==> src/rtl/gray_decode_pipe.sv <==
// Two-stage pipelined Gray-to-binary decoder with valid/ready handshake,
// step checking (0 or +1 mod 2^W) and a saturating violation counter.
module gray_decode_pipe #(
    parameter int unsigned W     = 8,
    parameter int unsigned CNT_W = 8
) (
    input  logic             clk,
    input  logic             rst_n,
    input  logic             in_valid,
    output logic             in_ready,
    input  logic [W-1:0]     in_gray,
    output logic             out_valid,
    input  logic             out_ready,
    output logic [W-1:0]     out_bin,
    output logic             out_step_err,
    input  logic             clr,
    output logic [CNT_W-1:0] err_cnt
);

    logic         en;
    logic         load;
    logic         s1_valid;
    logic [W-1:0] s1_gray;
    logic [W-1:0] dec;
    logic         acc;
    logic         have_prev;
    logic [W-1:0] prev;
    logic [W-1:0] delta;
    logic         step_err;

    assign en       = !out_valid || out_ready;
    assign in_ready = en;
    assign load     = en && s1_valid;

    // Running XOR from the MSB down yields each binary bit.
    always_comb begin
        dec = '0;
        acc = 1'b0;
        for (int unsigned i = 0; i < W; i++) begin
            acc            = acc ^ s1_gray[W-1-i];
            dec[W-1-i]     = acc;
        end
    end

    // A clr in the load cycle makes this beat a fresh first beat.
    always_comb begin
        delta    = dec - prev;
        step_err = have_prev && !clr && (delta[W-1:1] != '0);
    end

    always_ff @(posedge clk or negedge rst_n) begin
        if (!rst_n) begin
            s1_valid     <= 1'b0;
            s1_gray      <= '0;
            out_valid    <= 1'b0;
            out_bin      <= '0;
            out_step_err <= 1'b0;
            have_prev    <= 1'b0;
            prev         <= '0;
            err_cnt      <= '0;
        end else begin
            if (en) begin
                s1_valid     <= in_valid;
                s1_gray      <= in_gray;
                out_valid    <= s1_valid;
                out_bin      <= dec;
                out_step_err <= load && step_err;
            end

            if (load) begin
                prev      <= dec;
                have_prev <= 1'b1;
            end else if (clr) begin
                have_prev <= 1'b0;
            end

            if (clr) begin
                err_cnt <= '0;
            end else if (load && step_err && (err_cnt != '1)) begin
                err_cnt <= err_cnt + CNT_W'(1);
            end
        end
    end

endmodule

==> config.mk <==
export PLATFORM = sky130hd
export DESIGN_NAME = gray_decode_pipe
export DESIGN_NICKNAME = d
export VERILOG_FILES = /design/src/rtl/gray_decode_pipe.sv
export SDC_FILE = /design/constraint.sdc
export NUM_CORES = 1
export LEC_CHECK = 0
export BUFFER_PORTS_ARGS = -buffer_cell sky130_fd_sc_hd__buf_2
export CAP_MARGIN = 5
export CORE_ASPECT_RATIO = 1.5
export CORE_MARGIN = 2
export CORE_UTILIZATION = 54
export DETAILED_ROUTE_END_ITERATION = 10
export GPL_ROUTABILITY_DRIVEN = 0
export PLACE_DENSITY_LB_ADDON = 0.15
export REMOVE_ABC_BUFFERS = 1
export SETUP_SLACK_MARGIN = 0.15
export SYNTH_ARGS = -nofsm -noshare
export SYNTH_HDL_FRONTEND = slang
export SYNTH_SLANG_ARGS = --single-unit
==> constraint.sdc <==
create_clock -name clk -period 5.5 [get_ports clk]
set_input_delay 0.275 -clock clk [delete_from_list [all_inputs] [get_ports clk]]
set_output_delay 0.275 -clock clk [all_outputs]
set_load 0.01 [all_outputs]
Yosys cells after proc, flatten, opt, wreduce, memory -nomap -nowiden

Index checks and enable logic that the tools add are counted.
W data, S select, Z words.

Add/subtract/negate cells: 2
Equality and inequality tests: 1
Muxes and demuxes: 4
Bitwise gates (word level): 7
Reductions and logical operators: 11

Operators with widths:

| kind                  | number |
|---|---|
| $mux W8               | 2 |
| $add A8 B1 Y8 const B | 1 |
| $ne A8 B8 Y1 const B  | 1 |
| $sub A8 B8 Y8         | 1 |
| $reduce_bool A7 Y1    | 1 |
| $xor A1 B1 Y1         | 7 |
| $logic_and A1 B1 Y1   | 5 |
| $reduce_bool A2 Y1    | 2 |
| $logic_not A1 Y1      | 2 |
| $mux W1               | 2 |
| $logic_or A1 B1 Y1    | 1 |

Bits in registers: 36
Input bits: 13
Word-level logic and storage cells: 33

Longest topological paths before layout

Gate-level depths: netlist (run 1).

Word-level depth: 14
Depth in mapped cells: 17
Depth with buffers taken out: 15

Worst setup path before layout (run 1)

OpenSTA, ideal clock, no wires.

Path kind: flip-flop to flip-flop
Start: reg s1_gray[7]
End: reg err_cnt[0]
Setup time: 0.125 ns
Data arrival time: 3.830 ns
Data required time: 5.375 ns
Setup slack: 1.545 ns
Cell stages (with the launch flop): 17
Buffers on the path: 1
Clock period less this slack: 3.955 ns
Path through: dfrtp_1 > buf_6 > xnor3_2 > xnor2_1 > xnor2_1 > inv_1 > xnor2_1 > inv_1 > fa_1 > a21o_1 > a21oi_1 > xor2_1 > nand2_1 > a211o_1 > a2111o_1 > nor3b_4 > mux2_4

Cells in the longest elaborated chain, start to end: 13

RTL lines:

| item                               | RTL line | text |
|---|---|---|
| start, declared                    | 23       | `logic [W-1:0] s1_gray;` |
| start signal, assigned             | 64       | `s1_gray <= in_gray;` |
| $xor A1 B1 Y1 * (4 in a row)       | 40       | `acc = acc ^ s1_gray[W-1-i];` |
| net dec[3]                         | 24       | `logic [W-1:0] dec;` |
| $xor A1 B1 Y1 *                    | 40       |  |
| net dec[2]                         | 24       |  |
| $xor A1 B1 Y1 *                    | 40       |  |
| net dec[1]                         | 24       |  |
| $xor A1 B1 Y1                      | 40       |  |
| $sub A8 B8 Y8 *                    | 47       | `delta = dec - prev;` |
| $reduce_bool A7 Y1 *               | 48       | `step_err = have_prev && !clr && (delta[W-1:1] != '0);` |
| $logic_and A1 B1 Y1 *              | 48       |  |
| $logic_and A1 B1 Y1 * (2 in a row) | 79       | `end else if (load && step_err && (err_cnt != '1)) begin` |
| $reduce_bool A2 Y1 (no line) *     | --       |  |
| end signal, assigned               | 80       | `err_cnt <= err_cnt + CNT_W'(1);` |
| end, declared                      | 17       | `output logic [CNT_W-1:0] err_cnt` |

Mark *: on every way through the listed nets, which the timed path passes. The rest lies on a longest branch.
A chain may end at the register's enable or synchronous reset.

Worst setup path after layout (run 1)

Same ends and word-level chain as after synthesis.

==> results of run 1 <==
[how the worst max path moves through the flow]
stage | startpoint | endpoint | slack, ns | depth (start not counted)
detailed placement | s1_gray[7] | err_cnt[0] | 1.12 | 15
global route | s1_gray[7] | err_cnt[0] | 0.78 | 15
finish | s1_gray[7] | err_cnt[0] | 1.10 | 15
global placement | s1_gray[7] | err_cnt[0] | 1.24 | 15
CTS | s1_gray[7] | err_cnt[0] | 1.12 | 15
floorplan | s1_gray[7] | err_cnt[0] | 1.45 | 15
[stage by stage]
stage	worst slack (ns)	std cells
6_report	1.104	288
5_1_grt	0.7792	288
4_1_cts	1.123	288
3_5_place_dp	1.124	280
3_3_place_gp	1.237	280
2_1_floorplan	1.451	205
[cell type report]
| class | count | share of cell area, % |
|---|---|---|
| tap | 43 | 2.386 |
| clock buffer | 8 | 3.996 |
| inverter | 14 | 2.331 |
| timing repair buffer | 32 | 7.214 |
| multi-input combinational | 155 | 44.12 |
| sequential | 36 | 39.96 |
[metal layers]
layer  vias to the layer above  track usage [%]  routed length [um]
li1                        779                -                   -
met3                         6            3.992                  87
met5                         -                0                   0
met2                        22            40.73                2240
met1                       761            25.48                1678
met4                         0            7.692                  61
[logic make-up after synthesis]
group	after synthesis	share of synthesized area, %
AO/OA/AOI/OAI	40	13.15
XOR/XNOR	14	8.328
adder cells (fa/ha/maj)	8	5.385
buffers and inverters	22	5.135
flip-flops	36	45.08
multiplexers	4	2.379
AND/OR/NAND/NOR	89	20.54
[power breakdown]
| part | internal, mW | total [mW] | leakage, nW | switching [mW] |
|---|---|---|---|---|
| Sequential | 0.330 | 0.374 | 0.447 | 0.0433 |
| Combinational | 0.256 | 0.582 | 0.636 | 0.326 |
| Clock | 0.102 | 0.192 | 0.0455 | 0.0898 |
| Total | 0.689 | 1.15 | 1.13 | 0.459 |
[synth_stat cells (all sizes together) (3+ instances only)]
library cell and count:
nand2 51, dfrtp 36, inv 14, a21oi 12, o21ai 11, nor2 8
ha 7, nand3 7, xnor2 6, a21o 5, clkbuf 5, nor3 5
xor2 5, and3 4, a21bo 3, mux2 3, nand2b 3, nand3b 3
nand4 3, xnor3 3
[registers in the layout, indices dropped and copies added (netlist names)]
name,flops
out_step_err,1
s1_gray,8
out_bin,8
s1_valid,1
have_prev,1
out_valid,1
err_cnt,8
prev,8
[placed cells by master, fill, tap and decap left out, types with 4 or more instances in the layout]
master,netlist,layout
o21ai_0,11,11
a21oi_1,12,12
nand3_1,7,7
xor2_1,5,5
xnor2_1,6,6
nor2_1,8,8
inv_1,14,14
and3_1,4,4
ha_1,7,7
buf_2,0,31
dfrtp_1,36,36
nand2_1,51,51
nor3_1,5,5
clkbuf_8,0,6
==> qor.txt, run 1 <==
top cells by area, synth - dfrtp_1, nand2_1, ha_1
maximum VDD drop - 0.2759 mV
most used cell along the critical path - xnor2_1
Post-Place Cell Area - 0.002165 mm^2
Slew Limit Headroom - 46.13%
DRC viols - 0
Rows - 27
CTS tree - yes
hold buffers post-CTS - 0
htree depth - 2
via count - 1568
core area - 0.003615 mm^2
final WL - 4067 um
Seq/Total Area, Yosys - 45.08%
Setup CP Type - flop to flop
Slew Limit Fails - 0
die height - 78.50 um
critical path data required time - 5.67 ns
clk_lat worst skew - 0.28 ns
Die X-Extent - 53.67 um
MaxCap Viol Count - 0
max frequency - 227.5 MHz
# nets final - 265
status - finished, final reports clean
die area - 0.004213 mm^2
initial antenna violation count - 0
Cell Chain, Critical Path - xnor3_2, xnor2_1, xnor2_1, inv_1, xnor2_1, inv_1, fa_1, a21o_1, a21oi_1, xor2_1, nand2_1, a211o_1, a2111o_1, nor3b_4, mux2_4
cell taking the most area after synthesis - dfrtp_1
ANT cells - 0
area of the multi-input gates - 994.7 um^2
DRT Pass-1 Iters - 5
Filler Cells Inserted - 330
Syn. warnings - 0
synth-to-layout area growth - 12.84%
Resized cells post-CTS - 0
Detailed Route Iter0 Violations - 21
Starting Density - 55.28%
Port Buf Inserts - 31
Worst path max stage delay - 0.59 ns
Worst Path Max Fanout - 14
worst clock skew - 0.005027 ns
Reg-to-Reg Start - s1_gray[7]
fraction of layout cells with a size suffix above 1 - 19.18%
CTS buffer count - 5
Root Driver - clkbuf_8
cell family contributing the most delay on the critical path - XOR/XNOR gates
drt wl/cell - 14.12 um
flops & latches, synth - 36
Remaining Overflow, GRT - 0
Critical Path Source Type - flop
Worst R2R Setup Slack - 1.10 ns
setup violators final - 0
Crit Reg-Reg Endpoint - err_cnt[0]
total area of sequential cells - 900.9 um^2
Vias/cell - 5.444
number of global-route vias before repair - 1577
gr usage total - 22.62%
remaining antenna violation count after routing - 0
Tcrit/Tclk final - 79.93%
Slew @ Worst Pin - 0.8081 ns
Final Hold Violating Endpoints - 0
CP bufs+invs - 2
Crit. End Element - flop
Hold Path Class - primary input to async pin
dominant synthesized flop cell - dfrtp_1
clk buf depth - 2
FF-to-FF path depth - 15
Post-synth EDFFs - 0
RSZ-0062 raised after global routing - false
Post-CTS Setup Bufs - 0
CP arrival - 4.57 ns
Mapped Cells - 213
min cycle time layout - 4.396 ns
IO Pins - 32
Leakage - 1.128 nW
pwr/cell area - 509.1 mW/mm^2
Cell variety after synth - 38
synthesized area per cell - 9.381 um^2
clock slew at reported path FFs - 0.07 ns
top cell type's share of synthesized area - 45.08%
Setup Total Neg Slack - 0 ns
fin util - 62.37%
mapped cell area - 0.001998 mm^2
Critical-path top delay cell - a2111o_1
Post-Layout Inst Area - 0.002255 mm^2
hold slack final - 0.07683 ns
clk sinks - 36
largest net degree at the start of global routing - 37
ys async rst share - 100.0%
Post-DP HPWL - 2933 um
first-pass GRT wire length - 6927 um
Power, Total - 1.148 mW
Power figures use the tool's default switching activity.
==> inputs of run 2 (changes only) <==
- CORE_UTILIZATION: 54 -> 50
- clock period: 5.5 -> 3.8 ns (I/O delays scaled with it)
==> qor.txt, run 2 (synthesis gave the netlist of run 1 again) <==
Slew Limit Headroom - 45.22%
Port Buf Inserts - 31
min cycle time layout - 3.651 ns
die area - 0.004528 mm^2
Post-DP HPWL - 3084 um
setup violators final - 0
Setup Total Neg Slack - 0 ns
CP arrival - 3.83 ns
gr usage total - 21.14%
# nets final - 280
remaining antenna violation count after routing - 0
Starting Density - 51.38%
most frequent cells in the layout - nand2_1, dfrtp_1, buf_2, buf_4, inv_1
CTS tree - yes
clock slew at reported path FFs - 0.07 ns
final WL - 4340 um
Leakage - 1.222 nW
worst clock skew - 0.008707 ns
RSZ-0062 raised after global routing - true
Vias/cell - 5.270
Slew @ Worst Pin - 0.8216 ns
number of global-route vias before repair - 1590
fraction of layout cells with a size suffix above 1 - 28.96%
Crit. End Element - flop
synth-to-layout area growth - 22.73%
Root Driver - clkbuf_8
clk_lat worst skew - 0.29 ns
initial antenna violation count - 0
Die X-Extent - 55.62 um
IO Pins - 32
Worst path max stage delay - 0.45 ns
CTS buffer count - 5
DRT Pass-1 Iters - 4
Setup WS pre-CTS - -0.09206 ns
Setup CP Type - flop to flop
hold slack final - -0.008580 ns
largest net degree at the start of global routing - 37
Critical-path top delay cell - xnor3_2
htree depth - 2
via count - 1602
maximum VDD drop - 0.5035 mV
Cell Chain, Critical Path - xnor3_2, buf_4, xnor3_2, nand2_1, fa_2, a21o_1, a21oi_2, xor2_1, nand2_1, a211o_1, a2111o_1, nor3b_4, mux2_4
ANT cells - 0
clk buf depth - 2
Hold Path Class - primary input to async pin
clk sinks - 36
fin util - 63.06%
Tcrit/Tclk final - 96.08%
critical path data required time - 3.98 ns
first-pass GRT wire length - 7355 um
failing checks - hold timing
Remaining Overflow, GRT - 0
Detailed Route Iter0 Violations - 37
drt wl/cell - 14.28 um
pwr/cell area - 772.5 mW/mm^2
commonest non-fill, non-tap cell in the layout - nand2_1
core area - 0.003889 mm^2
Worst Path Max Fanout - 6
Slew Limit Fails - 0
die height - 81.43 um
DRC viols - 0
Final Hold Violating Endpoints - 19
Setup WS post-layout - 0.1488 ns
MaxCap Viol Count - 0
max frequency - 273.9 MHz
Critical Path Source Type - flop
Rows - 28
status - complete, but fails checks
[run 2: cell count changes in the layout (fill, tap and decap cells not counted), sizes merged]
cell    delta
buf       +15
clkbuf     -1
[run 2: repair_timing]
action / in CTS / in global routing
pin swaps: 10 / 7
hold buffers: 0 / 0
setup endpoints to repair: 8 / 9
resized for setup: 9 / 5
buffers inserted: 1 / 1
[run 2: worst paths after layout]
path | cells past startpoint | startpoint | slack [ns] | end
max in group asynchronous | 1 | rst_n | 3.28 | err_cnt[5]
min reg2reg | 2 | out_bin[7] | 0.47 | out_bin[7]
max reg2reg | 13 | s1_gray[6] | 0.15 | err_cnt[0]
max | 13 | s1_gray[6] | 0.15 | err_cnt[0]
min | 1 | rst_n | -0.009 | out_bin[6]
min in group clk | 3 | in_gray[0] | 0.09 | s1_gray[0]
[run 2: per-stage QoR]
step | power [mW] | cell area (um^2) | std cells
after floorplan | 1.178 | 1948 | 205
after global placement | 1.460 | 2265 | 295
after detailed placement | 1.470 | 2265 | 295
after CTS | 1.873 | 2425 | 303
after global routing | 2.049 | 2452 | 304
final | 1.895 | 2452 | 304
[run 2: area by class of cell]
| type | instances | area [um^2] |
|---|---|---|
| fillers | 334 | 1436 |
| multi-input cells | 155 | 1071 |
| flip-flops and latches | 36 | 900.9 |
| repair buffers | 47 | 275.3 |
| clock buffers | 7 | 96.34 |
| well taps | 45 | 56.30 |
| inverters | 14 | 52.55 |
[run 2: routing by layer]
| metal | share of wire (%) | wire length, um | GRT usage, % | vias up |
|---|---|---|---|---|
| met5 | 0 | 0 | 0 | - |
| met4 | 1.2 | 52 | 6.585 | 0 |
| met3 | 2.4 | 106 | 3.937 | 6 |
| met2 | 55 | 2379 | 40.24 | 19 |
| met1 | 41 | 1801 | 23.84 | 766 |
| li1 | - | - | - | 811 |
[run 2: worst max-delay path: cells and delay by family (launching register included)]
kind | cells | cell delay (ns)
buffers and inverters | 1 | 0.18
adders and majority gates | 1 | 0.38
AOI/OAI and AO/OA | 4 | 1.01
xor gates and xnor gates | 3 | 0.99
and+or+nand+nor | 3 | 0.34
muxes | 1 | 0.30
DFF | 1 | 0.35
[run 2: power breakdown]
group | switching, mW | internal (mW)
Combinational | 0.544 | 0.516
Sequential | 0.0589 | 0.478
Clock | 0.135 | 0.162
Total | 0.739 | 1.16
